## src/rtl/shift_reg.sv

```systemverilog
// Serial-in, parallel-out shift register with a latched output stage.
// The output register only reloads when latch is sampled high, so pwm stays steady while a frame shifts in.
module shift_reg #(
    parameter int WIDTH     = 8,
    parameter bit LSB_FIRST = 1'b1
) (
    input  logic             clk,
    input  logic             reset,
    input  logic             latch,
    input  logic             S_in,
    output logic [WIDTH-1:0] pwm
);

    // Declaration initialisers give the zero power-up state on FPGA targets.
    logic [WIDTH-1:0] sh_reg  = '0;
    logic [WIDTH-1:0] out_reg = '0;
    logic [WIDTH-1:0] sh_next;

    genvar gi;
    generate
        if (LSB_FIRST) begin : g_lsb_first
            // New bit enters at the MSB and walks toward bit 0.
            assign sh_next[WIDTH-1] = S_in;
            for (gi = 0; gi < WIDTH - 1; gi++) begin : g_bit
                assign sh_next[gi] = sh_reg[gi+1];
            end
        end else begin : g_msb_first
            assign sh_next[0] = S_in;
            for (gi = 0; gi < WIDTH - 1; gi++) begin : g_bit
                assign sh_next[gi+1] = sh_reg[gi];
            end
        end
    endgenerate

    always_ff @(posedge clk) begin
        if (reset) begin
            sh_reg  <= '0;
            out_reg <= '0;
        end else begin
            sh_reg <= sh_next;
            // Capture the post-shift value so latch aligns with the last bit of a frame.
            if (latch) begin
                out_reg <= sh_next;
            end
        end
    end

    assign pwm = out_reg;

endmodule

```

## config.mk

```make
export PLATFORM = sky130hd
export DESIGN_NAME = shift_reg
export DESIGN_NICKNAME = d
export VERILOG_FILES = /design/src/rtl/shift_reg.sv
export SDC_FILE = /design/constraint.sdc
export NUM_CORES = 1
export LEC_CHECK = 0
export BUFFER_PORTS_ARGS = -buffer_cell sky130_fd_sc_hd__buf_2
export CAP_MARGIN = 20
export CORE_AREA = 2 2 39 41
export CTS_CLUSTER_DIAMETER = 200
export CTS_CLUSTER_SIZE = 8
export DETAILED_ROUTE_END_ITERATION = 16
export DIE_AREA = 0 0 41 43
export HOLD_SLACK_MARGIN = 0.06
export PLACE_DENSITY = 0.66
export SLEW_MARGIN = 20
export SYNTH_ARGS = -nofsm -noshare
export SYNTH_HDL_FRONTEND = slang
export SYNTH_SLANG_ARGS = --single-unit
```

## constraint.sdc

```tcl
create_clock -name clk -period 1 [get_ports clk]
set_input_delay 0.05 -clock clk [delete_from_list [all_inputs] [get_ports clk]]
set_output_delay 0.05 -clock clk [all_outputs]
set_load 0.03 [all_outputs]
```

== After elaboration in Yosys (flattened, before gate mapping) ==
Cells that the tools add are included.
Storage, ports and cells
  flip-flop bits (word level): 16
  input bits: 4
  output and inout bits: 8
  word-level logic and storage cells: 2

== Logic depth before layout (Yosys ltp) ==
Gate-level depths: netlist of run 1.
  word-level depth: 0
  gate-level depth with buffers: 3
  gate-level depth less buffers: 2

== Worst setup path before layout of run 1 ==
No wires, ideal clock.
  path kind: register to register
  start point: reg pwm[0] (netlist name)
  end point: reg out_reg[0] (netlist: pwm[0])
  library setup time: 0.065 ns
  data arrival time: 0.665 ns
  data required time: 0.935 ns
  slack: 0.271 ns
  stages on the path, launching flop included: 3
  period minus slack after synthesis: 0.729 ns
  cells stage by stage: dfxtp_1 > mux2i_1 > nor2_1
RTL lines
  end signal, assigned: RTL line 43  | out_reg <= sh_next;
  end, declared: RTL line 16  | logic [WIDTH-1:0] out_reg = '0;

== Worst setup path in the final report of run 1 ==
  start point: reg out_reg[7] (netlist: pwm[7])
  end point: out pwm[7]
RTL lines
  end, declared: RTL line 11  | output logic [WIDTH-1:0] pwm
No word-level cell between the ends.

==> flow_summary.yaml, run 1 <==
placement:
  port_buffers: 11
  dpl_cell_area_um2: 529.3
  place.gp.congestion: 0.6406
floorplanning:
  rows: 14
  io_pins: 12
  start_util_pct: 34.18
  die_w_um: 41
  core_region_area_mm2: 0.001384
  die_h_um: 43
  dieArea_mm2: 0.001763
sta:
  finalSetupViolations: 0
  fin_crit_ns: 0.8586
  drv_slew: 0
  max-slew-margin-rel_pct: 82.75
  rsz0062_at_grt: "no"
  hold_viol: 0
  tightest_slew_ns: 0.2587
  max_freq_mhz: 1165
  fin_setup_tns_ns: 0
  period_share_pct: 85.86
  fin_skew_ns: 0.001792
grt:
  grt_use_met2_pct: 12.81
  grt_first_pass_wirelength_um: 1097
  grt_antenna_before_repair: 0
  grt_use_met3_pct: 1.571
  grt_pass1_vias: 272
  use_met1_pct: 11.88
  grt-busiest-layer: "met2"
  overflow: 0
  grtUsageTotal_pct: 9.615
  grt_start_max_net_pins: 16
cts:
  cts.path.max_buffers: 2
  cts_setup_buffers: 0
  path_clk_slew_ns: 0.08
  clock_sinks: 15
  clockRootBuffer: "clkbuf_4"
  clkLatencyLatePin_ns: 0.27
  htree_levels: 1
  cts_tree: "built"
  post_cts_resized: 0
  cts_buffers: 3
setup_path:
  critPathTopFamily: "flip-flops"
  critical-path-max-stage-delay_ns: 0.34
  cp_num_buf_inv: 1
  worstSetupStartpointType: "flop"
  worstPathCellList: "buf_2"
  cp_data_required_time_ns: 0.95
  critical_path.max_fanout: 2
  cp_slowest_cell: "dfxtp_1"
  crit_path_end_kind: "output port"
  crit_type: "reg -> out"
  worstPathArrival_ns: 0.81
hold_path:
  worst_hold_path_type: "in -> reg"
power_and_ir_drop:
  p_sw_share_pct: 21.38
  p_int_mw: 0.7883
  pwr-share-comb_pct: 6.2
  peakVddDrop_v: 0.0007546
  power_switching_mw: 0.2144
  power_per_cell_area_mw_per_mm2: 1773
  power_leakage_nw: 0.2711
  clkPwrFrac_pct: 32.5
  seq_power_share_pct: 61.3
routing:
  drt_wl_total_um: 678
  wl_per_cell_um: 9.686
  drtIter0Drc: 5
  drt_pass1_iterations: 2
  vias: 291
  final_antenna_net_count: 0
  drc: 0
  vias_per_cell: 4.157
yosys:
  ys_warn_count: 0
  syn_area_um2: 473.0
  ys_ff_latch: 15
  yosysSeqAreaShare_pct: 63.49
  synth_nets: 44
  synth.distinct_cells: 6
  syn_avg_cell_area_um2: 11.82
  syn_inst: 40
finish:
  num_antenna_cells: 0
  final_util_pct: 40.87
  drive_gt1_share_pct: 25.93
  largest_register_ffs: 8
  layout.nets: 59
  area_growth_pct: 19.58
  post-route-cell-area_um2: 565.5
status:
  outcome: "finished, final reports clean"
flow_run:
  max-cap-violations: 0
## cells in the final DEF, fill, tap and decap left out, drive strengths merged
cell type / instances
buf: 11
clkbuf: 4
dfxtp: 15
dlygate4sd3: 1
mux2i: 8
nor2: 8
nor2b: 7
## per-layer routing
metal / up-vias / part of all wire, %
li1: 157 / -
met1: 124 / 51
met2: 8 / 42
met3: 2 / 5.0
met4: 0 / 2.1
met5: - / 0
## per-stage QoR
stage / hold WS (ns) / cells / setup WS (ns) / power, mW
4_1_cts: 0.1026 / 70 / 0.1333 / 1.025
6_report: 0.1139 / 70 / 0.1414 / 1.003
3_3_place_gp: 0.2866 / 65 / 0.3252 / 0.6870
3_5_place_dp: 0.2928 / 65 / 0.3185 / 0.6876
5_1_grt: 0.1157 / 70 / 0.08896 / 1.065
2_1_floorplan: 0.1216 / 40 / 0.2707 / 0.6746
## path summary, 6_finish.rpt
check	start	to	slack (ns)	depth (start not counted)
min reg2reg	sh_reg[4]	sh_reg[3]	0.47	1
max reg2reg	sh_reg[3]	pwm[2]	0.39	2
min	reset	pwm[0]	0.11	2
max	pwm[7]	pwm[7]	0.14	1
## power by group through the flow
stage                     clock network, mW  registers [mW]  logic, mW
after CTS                             0.348           0.615     0.0622
after floorplan                           0           0.641     0.0340
after detailed placement                  0           0.629     0.0587
final                                 0.326           0.615     0.0618
after global placement                    0           0.629     0.0583
after global routing                  0.382           0.617     0.0664
## final cells by class
type                            instances  area, um2
Timing Repair Buffer                   12      65.06
Sequential cell                        15      300.3
Tap cell                               16      20.02
Clock buffer                            4      26.28
Fill cell                             139      818.3
Multi-Input combinational cell         23      153.9
## kinds of logic after synthesis
kind of cell / after synthesis / share of synthesized area (%)
flops: 15 / 63.49
simple gates: 15 / 15.61
buf+inv: 2 / 3.969
mux: 8 / 16.93
## repair_timing
item | in CTS | in global routing
endpoints found under the hold margin | 2 | 0
hold buffers | 1 | 0
endpoints found under the setup margin | 0 | 0
## synthesized netlist by cell type (all sizes together)
cell,instances,area (um2)
nor2b,7,43.79
buf,2,18.77
dfxtp,15,300.3
nor2,8,30.03
mux2i,8,80.08
Power figures use the tool's default switching activity.
==> inputs of run 2 (changes only) <==
BUFFER_PORTS_ARGS = -buffer_cell sky130_fd_sc_hd__buf_4   (was -buffer_cell sky130_fd_sc_hd__buf_2)
==> flow_summary.yaml, run 2 (synthesis results as in run 1) <==
status:
  outcome: "finished, final reports clean"
routing:
  drc: 0
  vias_per_cell: 4.268
  vias: 303
  final_antenna_net_count: 0
  drtIter0Drc: 0
  drt_pass1_iterations: 1
  wl_per_cell_um: 9.465
  drt_wl_total_um: 672
setup_path:
  worstPathArrival_ns: 0.78
  crit_type: "reg -> out"
  worstPathCellList: "buf_4"
  critical_path.max_fanout: 2
  cp_data_required_time_ns: 0.95
  cp_num_buf_inv: 1
  crit_path_end_kind: "output port"
  cp_slowest_cell: "dfxtp_1"
  critical-path-max-stage-delay_ns: 0.34
  critPathTopFamily: "flip-flops"
  worstSetupStartpointType: "flop"
grt:
  grt_antenna_before_repair: 0
  overflow: 0
  grt_pass1_vias: 290
  grt_first_pass_wirelength_um: 1193
  grt_start_max_net_pins: 16
  grtUsageTotal_pct: 11.22
hold_path:
  worst_hold_path_type: "in -> reg"
finish:
  drive_gt1_share_pct: 27.27
  final_common_cell: "dfxtp_1"
  layout.nets: 60
  final_cells: 71
  largest_register_ffs: 8
  num_antenna_cells: 0
  area_growth_pct: 27.78
  final_cell_mix: "dfxtp_1, buf_4, mux2i_1, nor2_1, nor2b_1"
  post-route-cell-area_um2: 604.3
sta:
  fin_skew_ns: 0.0008897
  rsz0062_at_grt: "no"
  fin_setup_tns_ns: 0
  post-route-worst-setup-slack_ns: 0.1717
  tightest_slew_ns: 0.1242
  hold_viol: 0
  drv_slew: 0
  fin_crit_ns: 0.8283
  finalSetupViolations: 0
  max-slew-margin-rel_pct: 91.49
  period_share_pct: 82.83
  max_freq_mhz: 1207
floorplanning:
  start_util_pct: 34.18
  dieArea_mm2: 0.001763
  core_region_area_mm2: 0.001384
  die_w_um: 41
  io_pins: 12
  rows: 14
  die_h_um: 43
cts:
  htree_levels: 1
  clockRootBuffer: "clkbuf_4"
  path_clk_slew_ns: 0.08
  clkLatencyLatePin_ns: 0.27
  cts_buffers: 3
  cts.path.max_buffers: 2
  cts_tree: "built"
  clock_sinks: 15
placement:
  port_buffers: 11
  place.gp.congestion: 0.6454
  dpl_cell_area_um2: 556.8
  pre_cts_ws_ns: 0.4069
  dp_hpwl_um: 451.4
  placedCellCount: 65
power_and_ir_drop:
  peakVddDrop_v: 0.0008466
  p_total_mw: 1.012
  power_leakage_nw: 0.2801
  power_per_cell_area_mw_per_mm2: 1675
flow_run:
  max-cap-violations: 0
[run 2: stage by stage]
stage | util, % | hold WS (ns)
after detailed placement | 40.24 | 0.2845
after floorplan | - | 0.1216
after global routing | 43.67 | 0.1280
after global placement | 40.24 | 0.2825
final | 43.67 | 0.1366
after CTS | 43.67 | 0.1294
[run 2: routing by layer]
layer / vias up / wire, um / GRT usage [%]
li1: 159 / - / -
met1: 134 / 314 / 12.17
met2: 8 / 304 / 13.75
met3: 2 / 33 / 6.283
met4: 0 / 19 / 12.00
met5: - / 0 / 0
[run 2: tightest hold or removal path, cell delays in order]
cell     delay (ns)
buf_4          0.17
mux2i_1        0.09
nor2_1         0.07
[run 2: what timing repair did]
| action | in CTS | in global routing |
|---|---|---|
| hold buffers | 2 | 0 |
| endpoints found under the hold margin | 15 | 0 |
| buffers inserted | 0 | 0 |
| resized for setup | 0 | 0 |
[run 2: final timing paths]
kind	start	slack [ns]	end	cells after the start
max	pwm[6]	0.17	pwm[6]	1
min	latch	0.14	pwm[3]	3
max reg2reg	sh_reg[2]	0.40	pwm[1]	2
min reg2reg	sh_reg[3]	0.47	sh_reg[2]	1
[run 2: power breakdown]
group / switching [mW] / total (mW) / internal, mW
logic: 0.0368 / 0.0708 / 0.0340
clock network: 0.178 / 0.326 / 0.148
registers: 0.00571 / 0.615 / 0.609
[run 2: layout make-up]
| cell class | instances | area, um2 |
|---|---|---|
| fill | 136 | 779.5 |
| tap | 16 | 20.02 |
| clock buffer | 3 | 22.52 |
| timing repair buffer | 13 | 102.6 |
| clock inverter | 1 | 5.005 |
| multi-input combinational | 23 | 153.9 |
| sequential | 15 | 300.3 |
==> inputs of run 3 (changes only) <==
ABC_AREA = 1   (was default)
PLACE_DENSITY = 0.7   (was 0.66)
clock period = 0.85 ns   (was 1 ns; I/O delays follow)
==> flow_summary.yaml, run 3 <==
routing:
  drc: 0
  vias_per_cell: 4.115
  drtIter0Drc: 16
  drt_wl_total_um: 737
  drt_pass1_iterations: 6
  wl_per_cell_um: 7.677
  vias: 395
  final_antenna_net_count: 0
cts:
  clock_sinks: 15
  htree_levels: 1
  path_clk_slew_ns: 0.08
  cts_tree: "built"
  clkLatencyLatePin_ns: 0.28
  cts_buffers: 3
  clockRootBuffer: "clkbuf_4"
  cts.path.max_buffers: 2
sta:
  rsz0062_at_grt: "no"
  post-route-worst-setup-slack_ns: 0.03862
  hold_viol: 0
  fin_crit_ns: 0.8114
  drv_slew: 0
  fin_skew_ns: 0.004427
  max_freq_mhz: 1232
  period_share_pct: 95.46
  max-slew-margin-rel_pct: 89.46
  timing.hold.ws_ns: 0.1137
  finalSetupViolations: 0
  fin_setup_tns_ns: 0
  tightest_slew_ns: 0.1580
yosys:
  synth_xor_area_share_pct: 0
  synth-adder-area-share_pct: 0
  syn_area_um2: 519.2
  async_reset_ff_share_pct: 0
  synth_top_family_by_area: "simple AND/OR/NAND/NOR gates"
  synth_nets: 70
  ys_warn_count: 0
  synth_area_leader_cell: "dfxtp_1"
  yosysSeqAreaShare_pct: 57.83
  synth-compound-area-share_pct: 0
  yosys-mux-area-fraction_pct: 0
  yosysTopAreaCellShare_pct: 57.83
  synth_edf_count: 0
  syn_inst: 66
  netlist_top_cells_area: "dfxtp_1, nor2_1, nand2_1"
  yosys.cell_count.top_type: "nor2_1"
  synth-simple-area-share_pct: 29.16
  ys.flop_type: "dfxtp_1"
  syn_avg_cell_area_um2: 7.867
  ys_ff_latch: 15
  synthTopCellsByCount: "nor2_1, dfxtp_1, nand2_1, inv_1"
  synth.distinct_cells: 10
setup_path:
  worstSetupStartpointType: "flop"
  cp_slowest_cell: "dfxtp_1"
  critical_path.max_fanout: 2
  worstPathCellList: "buf_6"
  cp_data_required_time_ns: 0.81
  crit_path_end_kind: "output port"
  critical-path-max-stage-delay_ns: 0.35
  crit_type: "reg -> out"
  worstPathArrival_ns: 0.77
  cp_num_buf_inv: 1
  critPathTopFamily: "flip-flops"
floorplanning:
  io_pins: 12
  dieArea_mm2: 0.001763
  start_util_pct: 37.52
  core_region_area_mm2: 0.001384
  die_h_um: 43
  die_w_um: 41
  rows: 14
placement:
  placedCellCount: 90
  dpl_cell_area_um2: 590.6
  pre_cts_ws_ns: 0.2446
  dp_hpwl_um: 538.1
  port_buffers: 11
  place.gp.congestion: 0.6030
finish:
  post-route-cell-area_um2: 668.1
  nFillCells: 137
  drive_gt1_share_pct: 26.25
  final_util_pct: 48.28
  final_cell_mix: "nor2_1, nand2_1, dfxtp_1"
  final_common_cell: "nor2_1"
  largest_register_ffs: 8
  num_antenna_cells: 0
  layout.nets: 85
  area_growth_pct: 28.67
  final_cells: 96
power_and_ir_drop:
  p_total_mw: 1.316
  power_per_cell_area_mw_per_mm2: 1969
  power_leakage_nw: 0.3222
  peakVddDrop_v: 0.0005121
grt:
  grt_first_pass_wirelength_um: 1228
  grt_start_max_net_pins: 17
  grt_antenna_before_repair: 0
  overflow: 0
  grt_pass1_vias: 330
  grtUsageTotal_pct: 10.70
status:
  outcome: "finished, final reports clean"
flow_run:
  max-cap-violations: 0
hold_path:
  worst_hold_path_type: "in -> reg"
run 3: changes by cell type after synthesis, moves of 7 or more:
cell     before  now
inv_1         0    8
mux2i_1       8    0
nand2_1       0   15
nor2_1        8   22
nor2b_1       7    0
run 3: per-layer routing:
metal	wire (um)	GRT usage, %	vias to the layer above
met3	21	3.141	4
met1	342	12.09	167
li1	-	-	215
met5	0	0	-
met2	345	15.00	9
met4	27	10.00	0
run 3: worst paths after layout:
check	slack [ns]	start	to	depth (start not counted)
worst max register to register	0.23	sh_reg[7]	pwm[6]	4
worst min-delay path	0.11	latch	pwm[7]	3
worst min register to register	0.43	sh_reg[4]	sh_reg[3]	2
worst max-delay path	0.04	pwm[2]	pwm[2]	1
run 3: cell type report:
| type | count | area (um2) | share of cell area (%) |
|---|---|---|---|
| repair buffers | 13 | 128.9 | 19.29 |
| multi-input cells | 39 | 151.4 | 22.66 |
| clock buffers | 4 | 26.28 | 3.933 |
| flip-flops and latches | 15 | 305.3 | 45.69 |
| well taps | 16 | 20.02 | 2.996 |
| inverters | 9 | 36.28 | 5.431 |
run 3: logic make-up after synthesis:
kind of cell           after synthesis
DFF                                 15
buffers and inverters               12
and+or+nand+nor                     39
run 3: repair_timing:
item	CTS	global route
setup endpoints to repair	0	7
gates resized for setup	0	11
endpoints found under the hold margin	7	0
buffers inserted	0	0
hold buffers	2	0
run 3: power breakdown:
part           internal (mW)  switching (mW)
Sequential             0.733          0.0151
Clock                  0.182           0.210
Combinational         0.0754           0.100
